$ cat src/rtl/issue_pkg.sv
// Shared types for the issue stage: function encodings, FU classes, issue packet, rename entry.
// Packet and rename field widths track the default issue_ctrl parameters.
package issue_pkg;

    localparam int unsigned PKT_FUNC_W = 4;
    localparam int unsigned PKT_REG_W  = 4;
    localparam int unsigned PKT_IDX_W  = 3;

    localparam logic [PKT_FUNC_W-1:0] FUNC_ADD = 4'b0000;
    localparam logic [PKT_FUNC_W-1:0] FUNC_SUB = 4'b0001;
    localparam logic [PKT_FUNC_W-1:0] FUNC_MUL = 4'b0010;
    localparam logic [PKT_FUNC_W-1:0] FUNC_DIV = 4'b0011;

    typedef enum logic [1:0] {
        CLS_ADD,
        CLS_MUL,
        CLS_ILLEGAL
    } fu_class_e;

    typedef struct packed {
        logic [PKT_FUNC_W-1:0] func;
        logic [PKT_REG_W-1:0]  rd;
        logic [PKT_IDX_W-1:0]  rob_idx;
        logic                  rs1_pend;
        logic [PKT_IDX_W-1:0]  rs1_tag;
        logic                  rs2_pend;
        logic [PKT_IDX_W-1:0]  rs2_tag;
    } issue_pkt_t;

    typedef struct packed {
        logic                 busy;
        logic [PKT_IDX_W-1:0] tag;
    } rename_ent_t;

    function automatic fu_class_e classify(input logic [PKT_FUNC_W-1:0] func);
        fu_class_e cls;
        case (func)
            FUNC_ADD, FUNC_SUB: cls = CLS_ADD;
            FUNC_MUL, FUNC_DIV: cls = CLS_MUL;
            default:            cls = CLS_ILLEGAL;
        endcase
        return cls;
    endfunction

endpackage

$ cat src/rtl/rename_table.sv
// Register rename table: two combinational read ports, one rename write and one
// tag-matched clear; the write wins when both hit the same entry.
module rename_table
    import issue_pkg::*;
#(
    parameter int unsigned REG_COUNT = 16,
    parameter int unsigned REG_W     = 4
) (
    input  logic                 clk1,
    input  logic                 rst_n,
    input  logic                 flush,
    input  logic [REG_W-1:0]     rd_addr_a,
    input  logic [REG_W-1:0]     rd_addr_b,
    output rename_ent_t          rd_ent_a,
    output rename_ent_t          rd_ent_b,
    input  logic                 wr_en,
    input  logic [REG_W-1:0]     wr_addr,
    input  logic [PKT_IDX_W-1:0] wr_tag,
    input  logic                 clr_en,
    input  logic [REG_W-1:0]     clr_addr,
    input  logic [PKT_IDX_W-1:0] clr_tag
);

    rename_ent_t tab_q [REG_COUNT];

    assign rd_ent_a = tab_q[rd_addr_a];
    assign rd_ent_b = tab_q[rd_addr_b];

    always_ff @(posedge clk1 or negedge rst_n) begin
        if (!rst_n) begin
            tab_q <= '{default: '0};
        end else if (flush) begin
            tab_q <= '{default: '0};
        end else begin
            // Only clear if the retiring producer is still the newest mapping.
            if (clr_en && tab_q[clr_addr].busy && (tab_q[clr_addr].tag == clr_tag)) begin
                tab_q[clr_addr].busy <= 1'b0;
            end
            if (wr_en) begin
                tab_q[wr_addr] <= '{busy: 1'b1, tag: wr_tag};
            end
        end
    end

endmodule

$ cat src/rtl/issue_ctrl.sv
// Tomasulo issue stage: ROB/RS allocation, source renaming and a registered issue packet.
// Optional stall counter output perf_stall_cnt is built when ISSUE_STALL_CNT_EN is defined.
module issue_ctrl
    import issue_pkg::*;
#(
    parameter int unsigned ROB_DEPTH = 8,
    parameter int unsigned REG_COUNT = 16,
    parameter int unsigned REG_W     = 4,
    parameter int unsigned FUNC_W    = 4,
    parameter int unsigned ADD_RS    = 2,
    parameter int unsigned MUL_RS    = 2,
    localparam int unsigned IDX_W    = $clog2(ROB_DEPTH),
    localparam int unsigned ADD_CW   = $clog2(ADD_RS + 1),
    localparam int unsigned MUL_CW   = $clog2(MUL_RS + 1)
) (
    input  logic              clk1,
    input  logic              rst_n,
    input  logic              in_valid,
    output logic              in_ready,
    input  logic [FUNC_W-1:0] in_func,
    input  logic [REG_W-1:0]  in_rs1,
    input  logic [REG_W-1:0]  in_rs2,
    input  logic [REG_W-1:0]  in_rd,
    input  logic              add_rs_free,
    input  logic              mul_rs_free,
    input  logic              rob_commit,
    input  logic              flush,
`ifdef ISSUE_STALL_CNT_EN
    output logic [31:0]       perf_stall_cnt,
`endif
    output logic              out_valid,
    output logic [FUNC_W-1:0] out_func,
    output logic [REG_W-1:0]  out_rd,
    output logic [IDX_W-1:0]  out_rob_idx,
    output logic              out_rs1_pend,
    output logic              out_rs2_pend,
    output logic [IDX_W-1:0]  out_rs1_tag,
    output logic [IDX_W-1:0]  out_rs2_tag,
    output logic [IDX_W-1:0]  rob_head,
    output logic [IDX_W:0]    rob_count,
    output logic [ADD_CW-1:0] add_count,
    output logic [MUL_CW-1:0] mul_count,
    output logic              err_illegal,
    output logic              err_underflow
);

    localparam logic [IDX_W:0]    ROB_FULL = ROB_DEPTH[IDX_W:0];
    localparam logic [ADD_CW-1:0] ADD_MAX  = ADD_RS[ADD_CW-1:0];
    localparam logic [MUL_CW-1:0] MUL_MAX  = MUL_RS[MUL_CW-1:0];

    logic [IDX_W-1:0]  head_q, head_d, tail_q, tail_d;
    logic [IDX_W:0]    cnt_q, cnt_d;
    logic [ADD_CW-1:0] add_q, add_d;
    logic [MUL_CW-1:0] mul_q, mul_d;
    logic              valid_q, valid_d;
    logic              err_ill_q, err_ill_d, err_unf_q, err_unf_d;
    issue_pkt_t        pkt_q, pkt_d;

    // Commit only needs the destination register to retire the rename mapping.
    logic [REG_W-1:0]  rob_rd_q [ROB_DEPTH];

    fu_class_e   cls;
    logic        cls_room, acc_legal, acc_ill, commit_ok;
    logic        add_inc, mul_inc, add_dec, mul_dec;
    rename_ent_t rs1_ent, rs2_ent;

    always_comb begin
        cls      = classify(in_func);
        cls_room = 1'b0;
        case (cls)
            CLS_ADD: cls_room = add_q < ADD_MAX;
            CLS_MUL: cls_room = mul_q < MUL_MAX;
            default: cls_room = 1'b0;
        endcase
        in_ready  = !flush && ((cls == CLS_ILLEGAL) || ((cnt_q < ROB_FULL) && cls_room));
        acc_legal = in_valid && in_ready && (cls != CLS_ILLEGAL);
        acc_ill   = in_valid && in_ready && (cls == CLS_ILLEGAL);
        commit_ok = rob_commit && (cnt_q != '0) && !flush;
        add_inc   = acc_legal && (cls == CLS_ADD);
        mul_inc   = acc_legal && (cls == CLS_MUL);
        add_dec   = add_rs_free && (add_q != '0) && !flush;
        mul_dec   = mul_rs_free && (mul_q != '0) && !flush;
    end

    always_comb begin
        head_d    = head_q + IDX_W'(commit_ok);
        tail_d    = tail_q + IDX_W'(acc_legal);
        cnt_d     = cnt_q + (IDX_W+1)'(acc_legal) - (IDX_W+1)'(commit_ok);
        add_d     = add_q + ADD_CW'(add_inc) - ADD_CW'(add_dec);
        mul_d     = mul_q + MUL_CW'(mul_inc) - MUL_CW'(mul_dec);
        valid_d   = acc_legal;
        err_ill_d = acc_ill;
        err_unf_d = !flush && ((rob_commit && (cnt_q == '0)) ||
                               (add_rs_free && (add_q == '0)) ||
                               (mul_rs_free && (mul_q == '0)));
        pkt_d     = '0;
        if (acc_legal) begin
            pkt_d.func     = in_func;
            pkt_d.rd       = in_rd;
            pkt_d.rob_idx  = tail_q;
            pkt_d.rs1_pend = rs1_ent.busy;
            pkt_d.rs1_tag  = rs1_ent.busy ? rs1_ent.tag : '0;
            pkt_d.rs2_pend = rs2_ent.busy;
            pkt_d.rs2_tag  = rs2_ent.busy ? rs2_ent.tag : '0;
        end
        if (flush) begin
            head_d = '0;
            tail_d = '0;
            cnt_d  = '0;
            add_d  = '0;
            mul_d  = '0;
        end
    end

    always_ff @(posedge clk1 or negedge rst_n) begin
        if (!rst_n) begin
            head_q    <= '0;
            tail_q    <= '0;
            cnt_q     <= '0;
            add_q     <= '0;
            mul_q     <= '0;
            valid_q   <= 1'b0;
            err_ill_q <= 1'b0;
            err_unf_q <= 1'b0;
            pkt_q     <= '0;
        end else begin
            head_q    <= head_d;
            tail_q    <= tail_d;
            cnt_q     <= cnt_d;
            add_q     <= add_d;
            mul_q     <= mul_d;
            valid_q   <= valid_d;
            err_ill_q <= err_ill_d;
            err_unf_q <= err_unf_d;
            pkt_q     <= pkt_d;
        end
    end

    always_ff @(posedge clk1) begin
        if (acc_legal) begin
            rob_rd_q[tail_q] <= in_rd;
        end
    end

    rename_table #(
        .REG_COUNT (REG_COUNT),
        .REG_W     (REG_W)
    ) u_rename (
        .clk1      (clk1),
        .rst_n     (rst_n),
        .flush     (flush),
        .rd_addr_a (in_rs1),
        .rd_addr_b (in_rs2),
        .rd_ent_a  (rs1_ent),
        .rd_ent_b  (rs2_ent),
        .wr_en     (acc_legal),
        .wr_addr   (in_rd),
        .wr_tag    (tail_q),
        .clr_en    (commit_ok),
        .clr_addr  (rob_rd_q[head_q]),
        .clr_tag   (head_q)
    );

`ifdef ISSUE_STALL_CNT_EN
    logic [31:0] stall_q;

    always_ff @(posedge clk1 or negedge rst_n) begin
        if (!rst_n) begin
            stall_q <= '0;
        end else if (in_valid && !in_ready && !flush && (stall_q != '1)) begin
            stall_q <= stall_q + 32'd1;
        end
    end

    assign perf_stall_cnt = stall_q;
`endif

    assign out_valid     = valid_q;
    assign out_func      = pkt_q.func;
    assign out_rd        = pkt_q.rd;
    assign out_rob_idx   = pkt_q.rob_idx;
    assign out_rs1_pend  = pkt_q.rs1_pend;
    assign out_rs1_tag   = pkt_q.rs1_tag;
    assign out_rs2_pend  = pkt_q.rs2_pend;
    assign out_rs2_tag   = pkt_q.rs2_tag;
    assign rob_head      = head_q;
    assign rob_count     = cnt_q;
    assign add_count     = add_q;
    assign mul_count     = mul_q;
    assign err_illegal   = err_ill_q;
    assign err_underflow = err_unf_q;

endmodule

$ cat config.mk
export PLATFORM = sky130hd
export DESIGN_NAME = issue_ctrl
export DESIGN_NICKNAME = d
export VERILOG_FILES = /design/src/rtl/issue_pkg.sv /design/src/rtl/rename_table.sv /design/src/rtl/issue_ctrl.sv
export SDC_FILE = /design/constraint.sdc
export NUM_CORES = 1
export LEC_CHECK = 0
export CORE_MARGIN = 5
export CORE_UTILIZATION = 59
export DETAILED_ROUTE_END_ITERATION = 10
export HOLD_SLACK_MARGIN = 0.05
export PLACE_DENSITY = 0.81
export SLEW_MARGIN = 20
export SYNTH_ARGS = -nofsm -noshare
export SYNTH_HDL_FRONTEND = slang
export SYNTH_SLANG_ARGS = --single-unit
$ cat constraint.sdc
create_clock -name clk1 -period 3.49 [get_ports clk1]
set_clock_uncertainty 0.2 [all_clocks]
set_input_delay 0.5235 -clock clk1 [delete_from_list [all_inputs] [get_ports clk1]]
set_output_delay 0.5235 -clock clk1 [all_outputs]
set_load 0.02 [all_outputs]
==> results of run 1 <==
flip-flops by register name, summed over array words and instances, names as in the netlist:
register and count:
rob_head 3, add_count 2, err_underflow 1, rob_count 4, out_rs2_tag 3, out_valid 1, out_rs1_tag 3, err_illegal 1
mul_count 2, out_rd 4, u_rename.tab_q 64, out_rs1_pend 1, out_rs2_pend 1, out_func 4, out_rob_idx 3, tail_q 3
rob_rd_q 32
layout by cell type, fill, tap and decap left out, types with 3 or more instances in the layout:
master / instances
sky130_fd_sc_hd__nand3b_1: 5
sky130_fd_sc_hd__a41oi_1: 6
sky130_fd_sc_hd__edfxtp_1: 32
sky130_fd_sc_hd__xnor2_1: 6
sky130_fd_sc_hd__dfrtp_1: 100
sky130_fd_sc_hd__nor3b_1: 11
sky130_fd_sc_hd__ha_1: 13
sky130_fd_sc_hd__a21oi_1: 31
sky130_fd_sc_hd__and3_1: 11
sky130_fd_sc_hd__o21bai_1: 12
sky130_fd_sc_hd__and2_1: 7
sky130_fd_sc_hd__buf_4: 47
sky130_fd_sc_hd__or3_1: 5
sky130_fd_sc_hd__o21ai_0: 27
sky130_fd_sc_hd__a21o_1: 6
sky130_fd_sc_hd__nor3_1: 8
sky130_fd_sc_hd__nand2_1: 47
sky130_fd_sc_hd__clkdlybuf4s50_1: 54
sky130_fd_sc_hd__nand2b_1: 4
sky130_fd_sc_hd__a41oi_2: 10
sky130_fd_sc_hd__mux4_2: 48
sky130_fd_sc_hd__or2_2: 3
sky130_fd_sc_hd__nor2b_1: 10
sky130_fd_sc_hd__nor2_1: 53
sky130_fd_sc_hd__a22o_1: 4
sky130_fd_sc_hd__bufinv_16: 4
sky130_fd_sc_hd__mux2_2: 5
sky130_fd_sc_hd__clkbuf_8: 3
sky130_fd_sc_hd__mux2_1: 5
sky130_fd_sc_hd__nand3_1: 5
sky130_fd_sc_hd__mux2i_1: 63
sky130_fd_sc_hd__clkinv_4: 3
sky130_fd_sc_hd__buf_12: 3
sky130_fd_sc_hd__a221oi_1: 3
sky130_fd_sc_hd__clkbuf_16: 18
sky130_fd_sc_hd__o31ai_1: 5
sky130_fd_sc_hd__inv_1: 16
worst max-delay path, cell delays in order, from the launching register on:
cell,delay [ns]
sky130_fd_sc_hd__dfrtp_1,0.41
sky130_fd_sc_hd__buf_4,0.26
sky130_fd_sc_hd__mux4_2,0.62
sky130_fd_sc_hd__mux2_4,0.34
sky130_fd_sc_hd__mux4_2,0.47
sky130_fd_sc_hd__o21ai_2,0.11
sky130_fd_sc_hd__nand2_1,0.06
sky130_fd_sc_hd__nand4b_1,0.21
sky130_fd_sc_hd__a21oi_2,0.21
sky130_fd_sc_hd__buf_12,0.18
sky130_fd_sc_hd__a41oi_1,0.14
repair_timing:
item / 4_1_cts / 5_1_grt
resized for setup: 0 / 0
hold buffers: 1 / 0
endpoints found under the hold margin: 40 / 0
setup buffers: 0 / 0
metrics by stage:
stage / instance area [um2] / setup WS (ns)
final: 9350 / 0.103
after global routing: 9350 / 0.00630
after CTS: 9350 / 0.154
after detailed placement: 8670 / 0.147
after global placement: 8670 / 0.190
after floorplan: 7770 / 0.241
layer usage:
layer	track usage (%)	vias up
met5	0	-
met4	12.6	0
met3	8.58	78
met2	46.3	426
met1	36.9	3042
li1	-	2561
worst max-delay path by stage:
stage | startpoint | end | slack, ns
2_1_floorplan | rob_head[0] | u_rename.tab_q[11] | 0.24
3_3_place_gp | in_func[1] | u_rename.tab_q[47] | 0.19
3_5_place_dp | in_func[1] | u_rename.tab_q[47] | 0.15
4_1_cts | rob_head[0] | u_rename.tab_q[63] | 0.15
5_1_grt | rob_head[0] | u_rename.tab_q[63] | 0.006
6_report | rob_head[0] | u_rename.tab_q[63] | 0.10
area by class of cell:
class                           instances  share of cell area, %
Multi-Input combinational cell        448                   42.4
Sequential cell                       132                   37.1
Timing Repair Buffer                  106                   10.4
Clock buffer                           21                   5.26
Tap cell                              176                   2.36
Clock inverter                         11                   1.83
Inverter                               17                  0.683
power by group:
group	total, mW	internal (mW)	leakage [nW]	switching, mW
logic	0.859	0.377	1.95	0.482
registers	1.64	1.61	1.67	0.0267
clock network	1.99	1.29	0.320	0.690
cell families (layout without fill, tap and decap cells):
kind of cell / Yosys count / in the layout / share of synthesized area [%]
simple gates: 178 / 178 / 11.4
mux: 125 / 125 / 24.5
other cells: 1 / 2 / 0.0483
fa+ha+maj: 14 / 14 / 2.35
buf+inv: 67 / 155 / 4.38
compound gates: 118 / 118 / 11.1
flops: 132 / 132 / 44.6
xor+xnor: 11 / 11 / 1.68
==> results.sh, run 1 <==
export IMPL_timing_critical_path_required_ns=3.55
export IMPL_fin_total_pwr_mw=4.48
export IMPL_slew_headroom_pct=31.0
export IMPL_min_period_ns=3.39
export IMPL_timing_max_transition_violations_final=0
export IMPL_average_routed_wire_per_standard_cell_um=24.2
export IMPL_die_w_um=125
export IMPL_ys_warnings_count=0
export IMPL_grt_ovfl_total=0
export IMPL_post_synthesis_mean_instance_area_um2=12.0
export IMPL_dp_hpwl_um=15100
export IMPL_source_of_the_worst_register_to_register_timing_path="rob_head[0]"
export IMPL_cts_inserted_buffers=17
export IMPL_htreeDepth=4
export IMPL_synthToLayoutAreaGrowth_pct=20.3
export IMPL_antenna_violations_before_repair=0
export IMPL_final_net_count=759
export IMPL_grt_use_total_pct=29.0
export IMPL_dr_first_iter_drc_count=767
export IMPL_cts_tree="yes"
export IMPL_die_area_um2=15600
export IMPL_rows=42
export IMPL_timing_hold_worst_class="input pin to flip-flop"
export IMPL_postSynth_asyncResetShare_pct=75.8
export IMPL_cts_path_max_buffers=2
export IMPL_synth_enable_flop_cells=32
export IMPL_reg2reg_setup_slack_ns=0.10
export IMPL_route_layer_met1_wl_um=8340
export IMPL_setup_worst_path_start_class="flip-flop"
export IMPL_register_bit_count_reported_by_yosys=132
export IMPL_number_of_non_filler_instances_in_the_completed_layout=911
export IMPL_setup_worst_path_class="flip-flop to flip-flop"
export IMPL_clk_latency_ns=0.43
export IMPL_initial_utilization_pct=59.4
export IMPL_hp_start="flush"
export IMPL_finalSetupTns_ns=0
export IMPL_global_route_wire_length_before_repair_um=35000
export IMPL_worstReg2RegEnd="u_rename.tab_q[63]"
export IMPL_synth_top_cells_by_area="sky130_fd_sc_hd__dfrtp_1, sky130_fd_sc_hd__mux4_2, sky130_fd_sc_hd__edfxtp_1"
export IMPL_cts_root_buffer_cell="sky130_fd_sc_hd__clkbuf_16"
export IMPL_placed_cells_incl_taps=878
export IMPL_achievable_frequency_mhz=295
export IMPL_number_of_global_route_vias_before_repair=6334
export IMPL_power_density_nw_per_um2=480
export IMPL_unrepaired_setup_endpoints_after_global_routing="false"
export IMPL_met3_wirelength_um=2270
export IMPL_max_ir_drop_vdd_uv=352
export IMPL_multi_input_combinational_cell_area_um2=3970
export IMPL_n_antenna_cell=0
export IMPL_maxUsedRoutingLayer="met4"
export IMPL_place_congestion=0.970
export IMPL_met2WireLength_um=10500
export IMPL_drt_pass1_iter_count=5
export IMPL_syn_area_um2=7770
export IMPL_max_cap_violations=0
export IMPL_synth_flop_cell="sky130_fd_sc_hd__dfrtp_1"
export IMPL_worst_setup_hold_path_clk_slew_ns=0.06
export IMPL_report_final_hold_viol_count=0
export IMPL_whs_path_depth=2
export IMPL_yosys_cell_types_count=63
export IMPL_post_drt_via_cell_ratio=6.70
export IMPL_synth_cells_most_frequent="sky130_fd_sc_hd__dfrtp_1, sky130_fd_sc_hd__mux2i_1, sky130_fd_sc_hd__nor2_1"
export IMPL_drt_drc_violations_left=0
export IMPL_status="finished, final reports clean"
export IMPL_whs_ns=0.237
export IMPL_finalCoreUtilization_pct=71.4
export IMPL_yosys_area_top_type="sky130_fd_sc_hd__dfrtp_1"
export IMPL_worstHoldEndpoint="add_count[0]"
export IMPL_yosys_area_top_type_share_pct=32.2
export IMPL_number_of_buffers_added_on_ports=56
export IMPL_worst_slew_pin_transition_ns=1.04
export IMPL_antenna_violating_nets_remaining=0
export IMPL_drive_above_1_share_pct=22.0
export IMPL_postSynthCellCount=646
export IMPL_worstSetupEndpointType="flip-flop"
export IMPL_die_height_um=125
export IMPL_worstRegToRegCells=10
export IMPL_routed_wl_um=22000
export IMPL_core_um2=13100
export IMPL_largest_net_degree_at_the_start_of_global_routing=72
export IMPL_synth_most_common_cell="sky130_fd_sc_hd__dfrtp_1"
export IMPL_power_static_leakage_nw=3.94
export IMPL_route_vias_total=6107
export IMPL_synth_sequential_area_ratio_pct=44.6
export IMPL_clock_sinks=132
export IMPL_regArea_um2=3460
export IMPL_final_setup_viol_count=0
export IMPL_crit_path_max_fanout=16
export IMPL_top_level_ports=57
export IMPL_nFillCells=859
export IMPL_layout_worst_path_cycle_share_pct=97.1
export IMPL_cp_data_arrival_time_ns=3.45
Power figures use the tool's default switching activity.
==> run 2: changes to the inputs <==
--- a/config.mk
+++ b/config.mk
@@ -10,6 +10,7 @@
 export DETAILED_ROUTE_END_ITERATION = 10
 export HOLD_SLACK_MARGIN = 0.05
 export PLACE_DENSITY = 0.81
+export SETUP_SLACK_MARGIN = 0.02
 export SLEW_MARGIN = 20
 export SYNTH_ARGS = -nofsm -noshare
 export SYNTH_HDL_FRONTEND = slang
==> constraint.sdc (replaced) <==
create_clock -name clk1 -period 3.49 [get_ports clk1]
set_clock_uncertainty 0.2 [all_clocks]
set_input_delay 0.698 -clock clk1 [delete_from_list [all_inputs] [get_ports clk1]]
set_output_delay 0.698 -clock clk1 [all_outputs]
set_load 0.02 [all_outputs]
==> run 2 against run 1 <==
First-iteration DRC count up 3.4%. Register-to-register slack better by 0.07 ns. Combinational power down 0.9%. Power down 4.4%. Sequential power about the same. Utilization down 0.56 points. Via count down 1.8%. Non-clock buffer count down 5. Clock power down 10%. Flip-flop and latch count unchanged. Global-route usage down 1.1 points. Worst hold slack worse by 0.060 ns. Critical path type unchanged. Critical endpoint is now u_rename.tab_q[47]. Largest power group unchanged.
==> results.sh, run 2 (synthesis results as in run 1) <==
export IMPL_timing_hold_worst_class="input pin to asynchronous set/reset pin"
export IMPL_largest_register_ffs=64
export IMPL_drt_drc_violations_left=0
export IMPL_unrepaired_setup_endpoints_after_global_routing="false"
export IMPL_placed_cells_incl_taps=874
export IMPL_max_cap_violations=0
export IMPL_power_static_leakage_nw=3.89
export IMPL_top_level_ports=57
export IMPL_synthToLayoutAreaGrowth_pct=19.4
export IMPL_dp_hpwl_um=14600
export IMPL_finalSetupTns_ns=0
export IMPL_drive_above_1_share_pct=21.2
export IMPL_core_um2=13100
export IMPL_final_setup_viol_count=0
export IMPL_crit_path_max_fanout=23
export IMPL_antenna_violations_before_repair=0
export IMPL_initial_utilization_pct=59.4
export IMPL_source_of_the_worst_register_to_register_timing_path="rob_head[0]"
export IMPL_worstRegToRegCells=9
export IMPL_layout_setup_ws_ns=0.172
export IMPL_layout_top_registers="u_rename.tab_q: 64 flops, rob_rd_q: 32 flops"
export IMPL_cp_data_arrival_time_ns=3.39
export IMPL_setup_worst_path_start="rob_head[0]"
export IMPL_achievable_frequency_mhz=301
export IMPL_grt_ovfl_total=0
export IMPL_clock_sinks=132
export IMPL_report_final_hold_viol_count=0
export IMPL_holdBufCountCts=0
export IMPL_rows=42
export IMPL_htreeDepth=4
export IMPL_die_w_um=125
export IMPL_whs_ns=0.177
export IMPL_setup_worst_path_start_class="flip-flop"
export IMPL_routed_wl_um=21100
export IMPL_layout_worst_path_cycle_share_pct=95.1
export IMPL_setup_worst_path_class="flip-flop to flip-flop"
export IMPL_cts_path_max_buffers=2
export IMPL_place_congestion=0.974
export IMPL_worstSetupEndpointType="flip-flop"
export IMPL_die_area_um2=15600
export IMPL_worst_slew_pin_transition_ns=1.03
export IMPL_number_of_non_filler_instances_in_the_completed_layout=906
export IMPL_cts_root_buffer_cell="sky130_fd_sc_hd__clkbuf_16"
export IMPL_cts_tree="yes"
export IMPL_timing_critical_path_required_ns=3.57
export IMPL_post_drt_via_cell_ratio=6.62
export IMPL_slew_headroom_pct=31.4
export IMPL_drt_pass1_iter_count=6
export IMPL_worst_setup_hold_path_clk_slew_ns=0.06
export IMPL_endpoint="u_rename.tab_q[47]"
export IMPL_die_height_um=125
export IMPL_largest_net_degree_at_the_start_of_global_routing=69
export IMPL_status="finished, final reports clean"
export IMPL_average_routed_wire_per_standard_cell_um=23.3
export IMPL_reg2reg_setup_slack_ns=0.17
export IMPL_antenna_violating_nets_remaining=0
export IMPL_number_of_global_route_vias_before_repair=6186
export IMPL_post_cts_repair_setup_buffers=0
export IMPL_clk_latency_ns=0.43
export IMPL_dr_first_iter_drc_count=793
export IMPL_global_route_wire_length_before_repair_um=33800
export IMPL_route_vias_total=5998
export IMPL_min_period_ns=3.32
export IMPL_layout_commonest_cell="sky130_fd_sc_hd__dfrtp_1"
export IMPL_number_of_buffers_added_on_ports=56
export IMPL_max_ir_drop_vdd_uv=334
export IMPL_grt_use_total_pct=27.9
export IMPL_n_antenna_cell=0
export IMPL_final_net_count=754
export IMPL_timing_max_transition_violations_final=0
export IMPL_cts_inserted_buffers=17
export IMPL_regMostFlops="u_rename.tab_q"
export IMPL_layout_cells_most_common_list="sky130_fd_sc_hd__dfrtp_1, sky130_fd_sc_hd__mux2i_1, sky130_fd_sc_hd__clkdlybuf4s50_1, sky130_fd_sc_hd__nor2_1, sky130_fd_sc_hd__mux4_2"
export IMPL_cts_resized=0
export IMPL_placement_setup_worst_slack_ns=0.0746
export IMPL_power_density_nw_per_um2=462
export IMPL_worstReg2RegEnd="u_rename.tab_q[47]"
[run 2: cell count changes in the layout (fill, tap and decap cells not counted), sizes merged]
| cell | previous run | this run |
|---|---|---|
| bufinv | 4 | 3 |
| dlygate4sd3 | 1 | 0 |
| clkinv | 5 | 9 |
| clkbuf | 21 | 18 |
| buf | 51 | 47 |
[run 2: metal layers]
metal	part of all wire, %	wire [um]	vias up	track usage (%)
met5	0	0	-	0
met4	3.5	745	0	12.5
met3	9.4	1980	62	6.69
met2	47	9940	360	42.6
met1	40	8440	3032	38.1
li1	-	-	2544	-
[run 2: final cells by class]
cell class,instances,area (um2)
Clock inverter,14,163
Sequential cell,132,3460
Inverter,17,63.8
Fill cell,887,3810
Clock buffer,18,429
Timing Repair Buffer,101,966
Tap cell,176,220
Multi-Input combinational cell,448,3970
[run 2: how the worst min path moves through the flow]
stage,end,cells past startpoint,startpoint
floorplan,add_count[0],0,rst_n
global placement,u_rename.tab_q[28],2,u_rename.tab_q[28]
detailed placement,u_rename.tab_q[28],2,u_rename.tab_q[28]
CTS,u_rename.tab_q[45],1,rst_n
global route,out_rs2_pend,1,rst_n
finish,u_rename.tab_q[45],1,rst_n
[run 2: critical path, stage by stage, from the launching register on]
cell and delay [ns]:
sky130_fd_sc_hd__dfrtp_1 0.39, sky130_fd_sc_hd__buf_12 0.20, sky130_fd_sc_hd__mux4_2 0.57, sky130_fd_sc_hd__o31ai_1 0.74, sky130_fd_sc_hd__a22o_1 0.24, sky130_fd_sc_hd__a221oi_1 0.07, sky130_fd_sc_hd__mux2i_4 0.25, sky130_fd_sc_hd__xor2_4 0.18
sky130_fd_sc_hd__buf_12 0.18, sky130_fd_sc_hd__a41oi_1 0.13
[run 2: where the power goes]
| group | total, mW | internal (mW) | switching [mW] |
|---|---|---|---|
| Sequential | 1.64 | 1.61 | 0.0276 |
| Combinational | 0.851 | 0.372 | 0.479 |
| Clock | 1.79 | 1.12 | 0.678 |
[run 2: stage by stage]
step	util [%]	area [um2]	total power, mW
after floorplan	-	7770	2.24
after global placement	66.3	8680	2.48
after detailed placement	66.3	8680	2.51
after CTS	70.9	9270	4.29
after global routing	70.9	9270	4.44
final	70.9	9270	4.28
